**src/rtl/picosoc_iomem_timer_pkg.sv**
```systemverilog
// Shared definitions for the iomem timer/PWM slave: register word indices,
// CTRL/STATUS bit positions and the byte-strobe merge helper.
package picosoc_iomem_timer_pkg;

  // Register word index, i.e. iomem_addr[7:2] inside the 256-byte window.
  typedef logic [5:0] reg_idx_t;

  localparam reg_idx_t REG_CTRL   = 6'h00;  // byte offset 0x00
  localparam reg_idx_t REG_PRESC  = 6'h01;  // byte offset 0x04
  localparam reg_idx_t REG_RELOAD = 6'h02;  // byte offset 0x08
  localparam reg_idx_t REG_COUNT  = 6'h03;  // byte offset 0x0C
  localparam reg_idx_t REG_STATUS = 6'h04;  // byte offset 0x10
  localparam reg_idx_t REG_DUTY0  = 6'h05;  // byte offset 0x14
  localparam reg_idx_t REG_DUTY1  = 6'h06;  // byte offset 0x18

  localparam int CTRL_EN      = 0;
  localparam int CTRL_ONESHOT = 1;
  localparam int CTRL_IRQ_EN  = 2;
  localparam int STATUS_EXP   = 0;

  // Replace the bytes of old_val selected by strb with the matching bytes of new_val.
  function automatic logic [31:0] merge_bytes(input logic [31:0] old_val,
                                              input logic [31:0] new_val,
                                              input logic [3:0]  strb);
    logic [31:0] res;
    for (int b = 0; b < 4; b++) begin
      res[b*8 +: 8] = strb[b] ? new_val[b*8 +: 8] : old_val[b*8 +: 8];
    end
    return res;
  endfunction

endpackage

```
**src/rtl/picosoc_iomem_timer_pwm_chan.sv**
```systemverilog
// One PWM channel: compares the shared PWM counter with this channel's duty
// value and registers the result, so the LED pin is glitch-free.
module picosoc_iomem_timer_pwm_chan
  import picosoc_iomem_timer_pkg::*;
#(
  parameter int PWM_BITS = 8
) (
  input  logic                clk,
  input  logic                resetn,
  input  logic [PWM_BITS-1:0] cnt_i,
  input  logic [PWM_BITS-1:0] duty_i,
  output logic                pwm_o
);

  logic pwm_q;
  logic pwm_d;

  // High while the counter is below duty: duty 0 never lights, max duty misses one slot.
  always_comb begin
    pwm_d = (cnt_i < duty_i);
  end

  // Output register with synchronous active-low reset.
  always_ff @(posedge clk) begin
    if (!resetn) begin
      pwm_q <= 1'b0;
    end else begin
      pwm_q <= pwm_d;
    end
  end

  assign pwm_o = pwm_q;

endmodule

```
**src/rtl/picosoc_iomem_timer.sv**
```systemverilog
// Memory-mapped timer/PWM slave on the SoC iomem bus.
// Bus handshake: a request is selected when iomem_valid is high and the
// address falls in this block's 256-byte window; on the first edge that sees
// the selection with iomem_ready low, the access is performed (write applied,
// read data registered) and iomem_ready pulses high for exactly one cycle with
// iomem_rdata valid in that same cycle. rdata is zero whenever ready is low.
module picosoc_iomem_timer
  import picosoc_iomem_timer_pkg::*;
#(
  parameter logic [31:0] BASE_ADDR     = 32'h0300_0000,
  parameter int          PRESCALE_BITS = 16,
  parameter int          PWM_BITS      = 8
) (
  input  logic        clk,
  input  logic        resetn,
  input  logic        iomem_valid,
  output logic        iomem_ready,
  input  logic [3:0]  iomem_wstrb,
  input  logic [31:0] iomem_addr,
  input  logic [31:0] iomem_wdata,
  output logic [31:0] iomem_rdata,
  output logic        irq_out,
  output logic [1:0]  pwm_out
);

  logic                     ready_q, ready_d;
  logic [31:0]              rdata_q, rdata_d;
  logic [2:0]               ctrl_q, ctrl_d;
  logic [PRESCALE_BITS-1:0] presc_q, presc_d;
  logic [PRESCALE_BITS-1:0] pcnt_q, pcnt_d;
  logic [31:0]              reload_q, reload_d;
  logic [31:0]              count_q, count_d;
  logic                     exp_q, exp_d;
  logic                     irq_q, irq_d;
  logic [PWM_BITS-1:0]      duty0_q, duty0_d;
  logic [PWM_BITS-1:0]      duty1_q, duty1_d;
  logic [PWM_BITS-1:0]      pwm_cnt_q, pwm_cnt_d;

  logic        sel, access, wr_en, tick, exp_set;
  logic        ctrl_wr, count_wr, status_w1c;
  reg_idx_t    word_idx;
  logic [31:0] rd_val, wr_val;
  logic        unused_addr_lsb;

  assign sel        = iomem_valid && (iomem_addr[31:8] == BASE_ADDR[31:8]);
  assign access     = sel && !ready_q;
  assign wr_en      = access && (iomem_wstrb != 4'b0000);
  assign word_idx   = iomem_addr[7:2];
  assign tick       = (pcnt_q == presc_q);
  assign ctrl_wr    = wr_en && (word_idx == REG_CTRL);
  assign count_wr   = wr_en && (word_idx == REG_COUNT);
  assign status_w1c = wr_en && (word_idx == REG_STATUS) &&
                      iomem_wstrb[0] && iomem_wdata[STATUS_EXP];
  // Sub-word address bits do not select anything; accesses are word-wide.
  assign unused_addr_lsb = ^iomem_addr[1:0];

  // Current value of the addressed register; unmapped offsets read as zero.
  always_comb begin
    rd_val = 32'h0;
    case (word_idx)
      REG_CTRL:   rd_val[2:0]               = ctrl_q;
      REG_PRESC:  rd_val[PRESCALE_BITS-1:0] = presc_q;
      REG_RELOAD: rd_val                    = reload_q;
      REG_COUNT:  rd_val                    = count_q;
      REG_STATUS: rd_val[STATUS_EXP]        = exp_q;
      REG_DUTY0:  rd_val[PWM_BITS-1:0]      = duty0_q;
      REG_DUTY1:  rd_val[PWM_BITS-1:0]      = duty1_q;
      default:    rd_val                    = 32'h0;
    endcase
  end

  // Byte-strobed write value built on top of the register's current contents.
  always_comb begin
    wr_val = merge_bytes(rd_val, iomem_wdata, iomem_wstrb);
  end

  // Bus acknowledge: one ready pulse per access, data only alongside ready.
  always_comb begin
    ready_d = access;
    rdata_d = access ? rd_val : 32'h0;
  end

  // Prescaler, timer, PWM counter and register updates with their edge priorities.
  always_comb begin
    ctrl_d    = ctrl_q;
    presc_d   = presc_q;
    reload_d  = reload_q;
    count_d   = count_q;
    exp_d     = exp_q;
    duty0_d   = duty0_q;
    duty1_d   = duty1_q;
    exp_set   = 1'b0;

    // Free-running prescaler; enabling the timer restarts it so the first tick is a full period away.
    pcnt_d = tick ? '0 : pcnt_q + PRESCALE_BITS'(1);
    if (ctrl_wr && wr_val[CTRL_EN] && !ctrl_q[CTRL_EN]) begin
      pcnt_d = '0;
    end

    pwm_cnt_d = tick ? pwm_cnt_q + PWM_BITS'(1) : pwm_cnt_q;

    if (tick && ctrl_q[CTRL_EN]) begin
      if (count_q != 32'h0) begin
        count_d = count_q - 32'd1;
      end else begin
        exp_set = 1'b1;
        if (ctrl_q[CTRL_ONESHOT]) begin
          ctrl_d[CTRL_EN] = 1'b0;
        end else begin
          count_d = reload_q;
        end
      end
    end

    // Hardware expiry wins over a simultaneous software clear.
    if (status_w1c) exp_d = 1'b0;
    if (exp_set)    exp_d = 1'b1;

    // Software writes win over the hardware updates above.
    if (ctrl_wr)  ctrl_d  = wr_val[2:0];
    if (count_wr) count_d = wr_val;
    if (wr_en && (word_idx == REG_PRESC))  presc_d  = wr_val[PRESCALE_BITS-1:0];
    if (wr_en && (word_idx == REG_RELOAD)) reload_d = wr_val;
    if (wr_en && (word_idx == REG_DUTY0))  duty0_d  = wr_val[PWM_BITS-1:0];
    if (wr_en && (word_idx == REG_DUTY1))  duty1_d  = wr_val[PWM_BITS-1:0];
  end

  // Interrupt follows EXP gated by IRQ_EN, one register stage late.
  always_comb begin
    irq_d = exp_q && ctrl_q[CTRL_IRQ_EN];
  end

  // State registers with synchronous active-low reset.
  always_ff @(posedge clk) begin
    if (!resetn) begin
      ready_q   <= 1'b0;
      rdata_q   <= 32'h0;
      ctrl_q    <= 3'b000;
      presc_q   <= '0;
      pcnt_q    <= '0;
      reload_q  <= 32'h0;
      count_q   <= 32'h0;
      exp_q     <= 1'b0;
      irq_q     <= 1'b0;
      duty0_q   <= '0;
      duty1_q   <= '0;
      pwm_cnt_q <= '0;
    end else begin
      ready_q   <= ready_d;
      rdata_q   <= rdata_d;
      ctrl_q    <= ctrl_d;
      presc_q   <= presc_d;
      pcnt_q    <= pcnt_d;
      reload_q  <= reload_d;
      count_q   <= count_d;
      exp_q     <= exp_d;
      irq_q     <= irq_d;
      duty0_q   <= duty0_d;
      duty1_q   <= duty1_d;
      pwm_cnt_q <= pwm_cnt_d;
    end
  end

  picosoc_iomem_timer_pwm_chan #(.PWM_BITS(PWM_BITS)) u_pwm0 (
    .clk    (clk),
    .resetn (resetn),
    .cnt_i  (pwm_cnt_q),
    .duty_i (duty0_q),
    .pwm_o  (pwm_out[0])
  );

  picosoc_iomem_timer_pwm_chan #(.PWM_BITS(PWM_BITS)) u_pwm1 (
    .clk    (clk),
    .resetn (resetn),
    .cnt_i  (pwm_cnt_q),
    .duty_i (duty1_q),
    .pwm_o  (pwm_out[1])
  );

  assign iomem_ready = ready_q;
  assign iomem_rdata = rdata_q;
  assign irq_out     = irq_q;

endmodule

```
**config.mk**
```make
export PLATFORM = sky130hd
export DESIGN_NAME = picosoc_iomem_timer
export DESIGN_NICKNAME = d
export VERILOG_FILES = /design/src/rtl/picosoc_iomem_timer_pkg.sv /design/src/rtl/picosoc_iomem_timer_pwm_chan.sv /design/src/rtl/picosoc_iomem_timer.sv
export SDC_FILE = /design/constraint.sdc
export NUM_CORES = 1
export LEC_CHECK = 0
export CAP_MARGIN = 20
export CORE_ASPECT_RATIO = 0.8
export CORE_UTILIZATION = 56
export DETAILED_ROUTE_END_ITERATION = 7
export PLACE_DENSITY = 0.83
export SYNTH_ARGS = -nofsm -noshare
export SYNTH_HDL_FRONTEND = slang
export SYNTH_SLANG_ARGS = --single-unit
```
**constraint.sdc**
```tcl
create_clock -name clk -period 3.72 [get_ports clk]
set_input_delay 1.116 -clock clk [delete_from_list [all_inputs] [get_ports clk]]
set_output_delay 1.116 -clock clk [all_outputs]
set_load 0.05 [all_outputs]
```
==> impl_metrics.env <==
export IMPL_outcome="finished, violations left"
export IMPL_violations="DRC"
export IMPL_nNetsFinal=1206
export IMPL_ys_seq_area_share_pct=38.35
export IMPL_timing_final_crit_share_pct=90.17
export IMPL_reg2reg_slack_ps=710
export IMPL_hold_class="register to register"
export IMPL_p_leak_nw=3.769
export IMPL_pre_cts_slack_ps=-30.68
export IMPL_num_vias=7983
export IMPL_numClockSinks=160
export IMPL_final_antenna_net_count=0
export IMPL_reg2reg_from="count_q[0]$_SDFFE_PN0P_"
export IMPL_synth_area_leaders="dfxtp_1 (38%), mux2i_1 (5.6%), nand2_1 (5.2%)"
export IMPL_final_hold_violation_count=0
export IMPL_worstMarginPinSlew_ps=905.4
export IMPL_first_pass_iters=8
export IMPL_cts_buffers=17
export IMPL_diodes=0
export IMPL_final_util_pct=71.20
export IMPL_path_max_fanout=17
export IMPL_swShare_pct=20.78
export IMPL_max_slew_margin_pct=39.00
export IMPL_place_area_mm2=0.009679
export IMPL_first_global_vias=7547
export IMPL_whs_path_depth=2
export IMPL_cts_clk_slew_worst_paths_ps=60
export IMPL_antenna_found_initial=0
export IMPL_routabilityCongestion=0.9388
export IMPL_p_int_mw=2.974
export IMPL_drive_gt1_share_pct=8.429
export IMPL_drc=22
export IMPL_reg2regPathDepth=10
export IMPL_synth_warnings=0
export IMPL_cts_path_max_buffers=2
export IMPL_synth_net_count=1108
export IMPL_ys_seq_elements=160
export IMPL_grt_ovfl_total=0
export IMPL_use_met1_pct=41.71
export IMPL_die_w_um=138.5
export IMPL_fin_setup_tns_ps=0
export IMPL_drt_initial_drc_count=935
export IMPL_fin_crit_ps=3354
export IMPL_multi_input_area_mm2=0.004684
export IMPL_fin_worst_skew_ps=9.217
export IMPL_grt_pass1_wl_um=38680
export IMPL_synth_area_leader_cell="dfxtp_1"
export IMPL_fillers=1125
export IMPL_synthCells=1019
export IMPL_grtUsageTotal_pct=31.52
export IMPL_clk_latency_ps=430
export IMPL_post_cts_repair_setup_buffers=0
export IMPL_grt_max_degree=79
export IMPL_cts_resized=0
export IMPL_synth_area_per_cell_um2=8.197
export IMPL_busiest_layer="met2"
export IMPL_path_class="primary input to register"
export IMPL_ir_drop_uv=325.2
export IMPL_drt_total_wl_um=23880
export IMPL_seqPwrFrac_pct=45.9
export IMPL_synth_ff_type="dfxtp_1"
export IMPL_wl_per_cell_um=18.22
export IMPL_setup_worst_path_start_class="primary input"
export IMPL_cts_tree="yes"
export IMPL_end_kind="register"
export IMPL_fp_dieH_um=111.2
export IMPL_numPortBuffers=104
export IMPL_rsz0062_at_grt="false"
export IMPL_min_from="reload_q[9]$_SDFFE_PN0P_"
export IMPL_post_dp_hpwl_um=17110
export IMPL_drv_slew=0
export IMPL_synth_edf_count=0
export IMPL_dp_cells=1282
export IMPL_synthArstFlopShare_pct=0
export IMPL_p_per_area_mw_per_mm2=365.1
export IMPL_fmax_ghz=0.2981
export IMPL_cts_hold_buf=0
export IMPL_max_cap_violations=0
export IMPL_coreArea_mm2=0.01444
export IMPL_cts_htree_levels=4
export IMPL_postLayoutSetupSlackWorst_ps=365.6
export IMPL_ys_types=68
export IMPL_grt_use_met3_pct=8.337
export IMPL_register_area_mm2=0.003203
export IMPL_r2r_end="count_q[12]$_SDFFE_PN0P_"
export IMPL_p_sw_mw=0.7803
export IMPL_area_growth_pct=23.11
export IMPL_cts_root_buf="clkbuf_16"
export IMPL_rows=39
export IMPL_io_pins=107
export IMPL_design_area_mm2=0.01028
export IMPL_finalSetupViolations=0
export IMPL_critPathArrivalTime_ps=3710
export IMPL_pwr_share_clk_pct=48.1
export IMPL_synth_top_cell_area_share_pct=38.35
export IMPL_stdcell_count=1311
export IMPL_hold_path_endpoint="reload_q[9]$_SDFFE_PN0P_"
export IMPL_die_area_mm2=0.01541
export IMPL_required_ps=4080
export IMPL_vias_per_cell=6.089
export IMPL_initial_utilization_pct=57.83
export IMPL_p_comb_share_pct=6.0
export IMPL_synth_cell_area_mm2=0.008353
export IMPL_use_met2_pct=48.90
-- layout by cell type (no fill, tap or decap), drive strengths merged, types with 14 or more instances in the layout --
cell type	netlist	final
a21boi	26	26
a21oi	51	51
a22oi	16	16
and2	22	22
and3	23	23
buf	26	45
clkbuf	43	24
clkdlybuf4s50	0	103
dfxtp	160	160
ha	18	18
inv	42	42
mux2i	47	47
nand2	116	116
nand3	28	28
nand4	17	17
nor2	97	97
nor2b	31	31
nor3	27	27
o21ai	43	43
o22ai	16	16
xnor2	26	26
xor2	14	14
-- sequential cells by signal, summed over array words and instances, names as in the netlist --
| register | flops |
|---|---|
| count_q | 32 |
| ctrl_q | 3 |
| duty0_q | 8 |
| duty1_q | 8 |
| exp_q | 1 |
| iomem_rdata | 32 |
| iomem_ready | 1 |
| irq_out | 1 |
| pcnt_q | 16 |
| presc_q | 16 |
| pwm_cnt_q | 8 |
| reload_q | 32 |
| u_pwm0.pwm_o | 1 |
| u_pwm1.pwm_o | 1 |
-- layout make-up --
class | count | share of cell area [%]
Clock buffer | 24 | 4.879
Multi-Input combinational cell | 748 | 45.55
Sequential cell | 160 | 31.15
Inverter | 42 | 1.533
Tap cell | 184 | 2.239
Timing Repair Buffer | 148 | 13.65
Clock inverter | 5 | 0.9977
-- metal layers --
| metal | up-vias | wire, µm | part of all wire, % |
|---|---|---|---|
| li1 | 3785 | - | - |
| met1 | 3713 | 10190 | 43 |
| met2 | 437 | 10630 | 45 |
| met3 | 48 | 2594 | 11 |
| met4 | 0 | 466 | 2.0 |
| met5 | - | 0 | 0 |
-- cell usage after synthesis (3+ instances only) --
master    number
or4_1          3
a211oi_1       6
nand3_1       28
xnor2_1       26
a222oi_1      13
a31oi_1        5
buf_4          5
buf_2         16
xor2_1        14
a21boi_0      26
and3_1        23
nor2_1        96
o21ai_0       42
mux2i_1       47
nand2b_1       6
mux2_2         3
dfxtp_1      160
o31ai_1        3
inv_1         42
a21oi_1       51
buf_1          3
a22oi_1       16
o22ai_1       16
a21o_1        11
or2_2          8
nor4_1        11
and2_1        21
a22o_1         7
nand4_1       16
or3_1         11
o211ai_1       4
clkbuf_1      43
o21a_1         4
nor4b_1        3
nor2b_1       31
ha_1          18
nor3_1        25
nand2_1      116
-- worst max-delay path by stage --
stage | start | end | slack (ps) | depth (start not counted)
global route | iomem_addr[7] | reload_q[15]$_SDFFE_PN0P_ | 280 | 9
detailed placement | iomem_addr[27] | count_q[29]$_SDFFE_PN0P_ | -30 | 9
finish | iomem_addr[20] | count_q[29]$_SDFFE_PN0P_ | 370 | 9
CTS | iomem_addr[27] | count_q[29]$_SDFFE_PN0P_ | 420 | 9
floorplan | iomem_wstrb[1] | count_q[30]$_SDFFE_PN0P_ | 610 | 9
global placement | iomem_wstrb[0] | count_q[30]$_SDFFE_PN0P_ | 90 | 7
-- cells by family after synthesis --
kind of cell	count (synthesis)	share of synthesized area, %
AND/OR/NAND/NOR	413	24.69
AO/OA/AOI/OAI	227	18.41
flip-flops	160	38.35
buffers and inverters	111	5.632
multiplexers	50	6.037
XOR/XNOR	40	4.194
adder cells (fa/ha/maj)	18	2.696
-- metrics by stage --
step           hold slack (ps)  total power, mW
3_5_place_dp             472.7            1.983
4_1_cts                  481.3            3.770
3_3_place_gp             468.2            1.980
6_report                 480.0            3.755
2_1_floorplan            451.6            1.867
5_1_grt                  510.1            3.854
-- power groups by stage --
stage | registers [mW] | clock network [mW] | logic, mW
3_3_place_gp | 1.76 | 0 | 0.219
4_1_cts | 1.72 | 1.82 | 0.223
5_1_grt | 1.72 | 1.89 | 0.239
2_1_floorplan | 1.76 | 0 | 0.107
3_5_place_dp | 1.76 | 0 | 0.222
6_report | 1.72 | 1.81 | 0.225
-- critical path: stages --
cell             delay, ps
clkdlybuf4s50_1        400
nor4_1                 380
nand3_1                260
or3b_1                 560
nor2_2                 150
buf_4                  260
and2_1                 370
a2bb2oi_1              130
o21ai_0                 90
No activity file was read; power rests on OpenSTA's default activity.
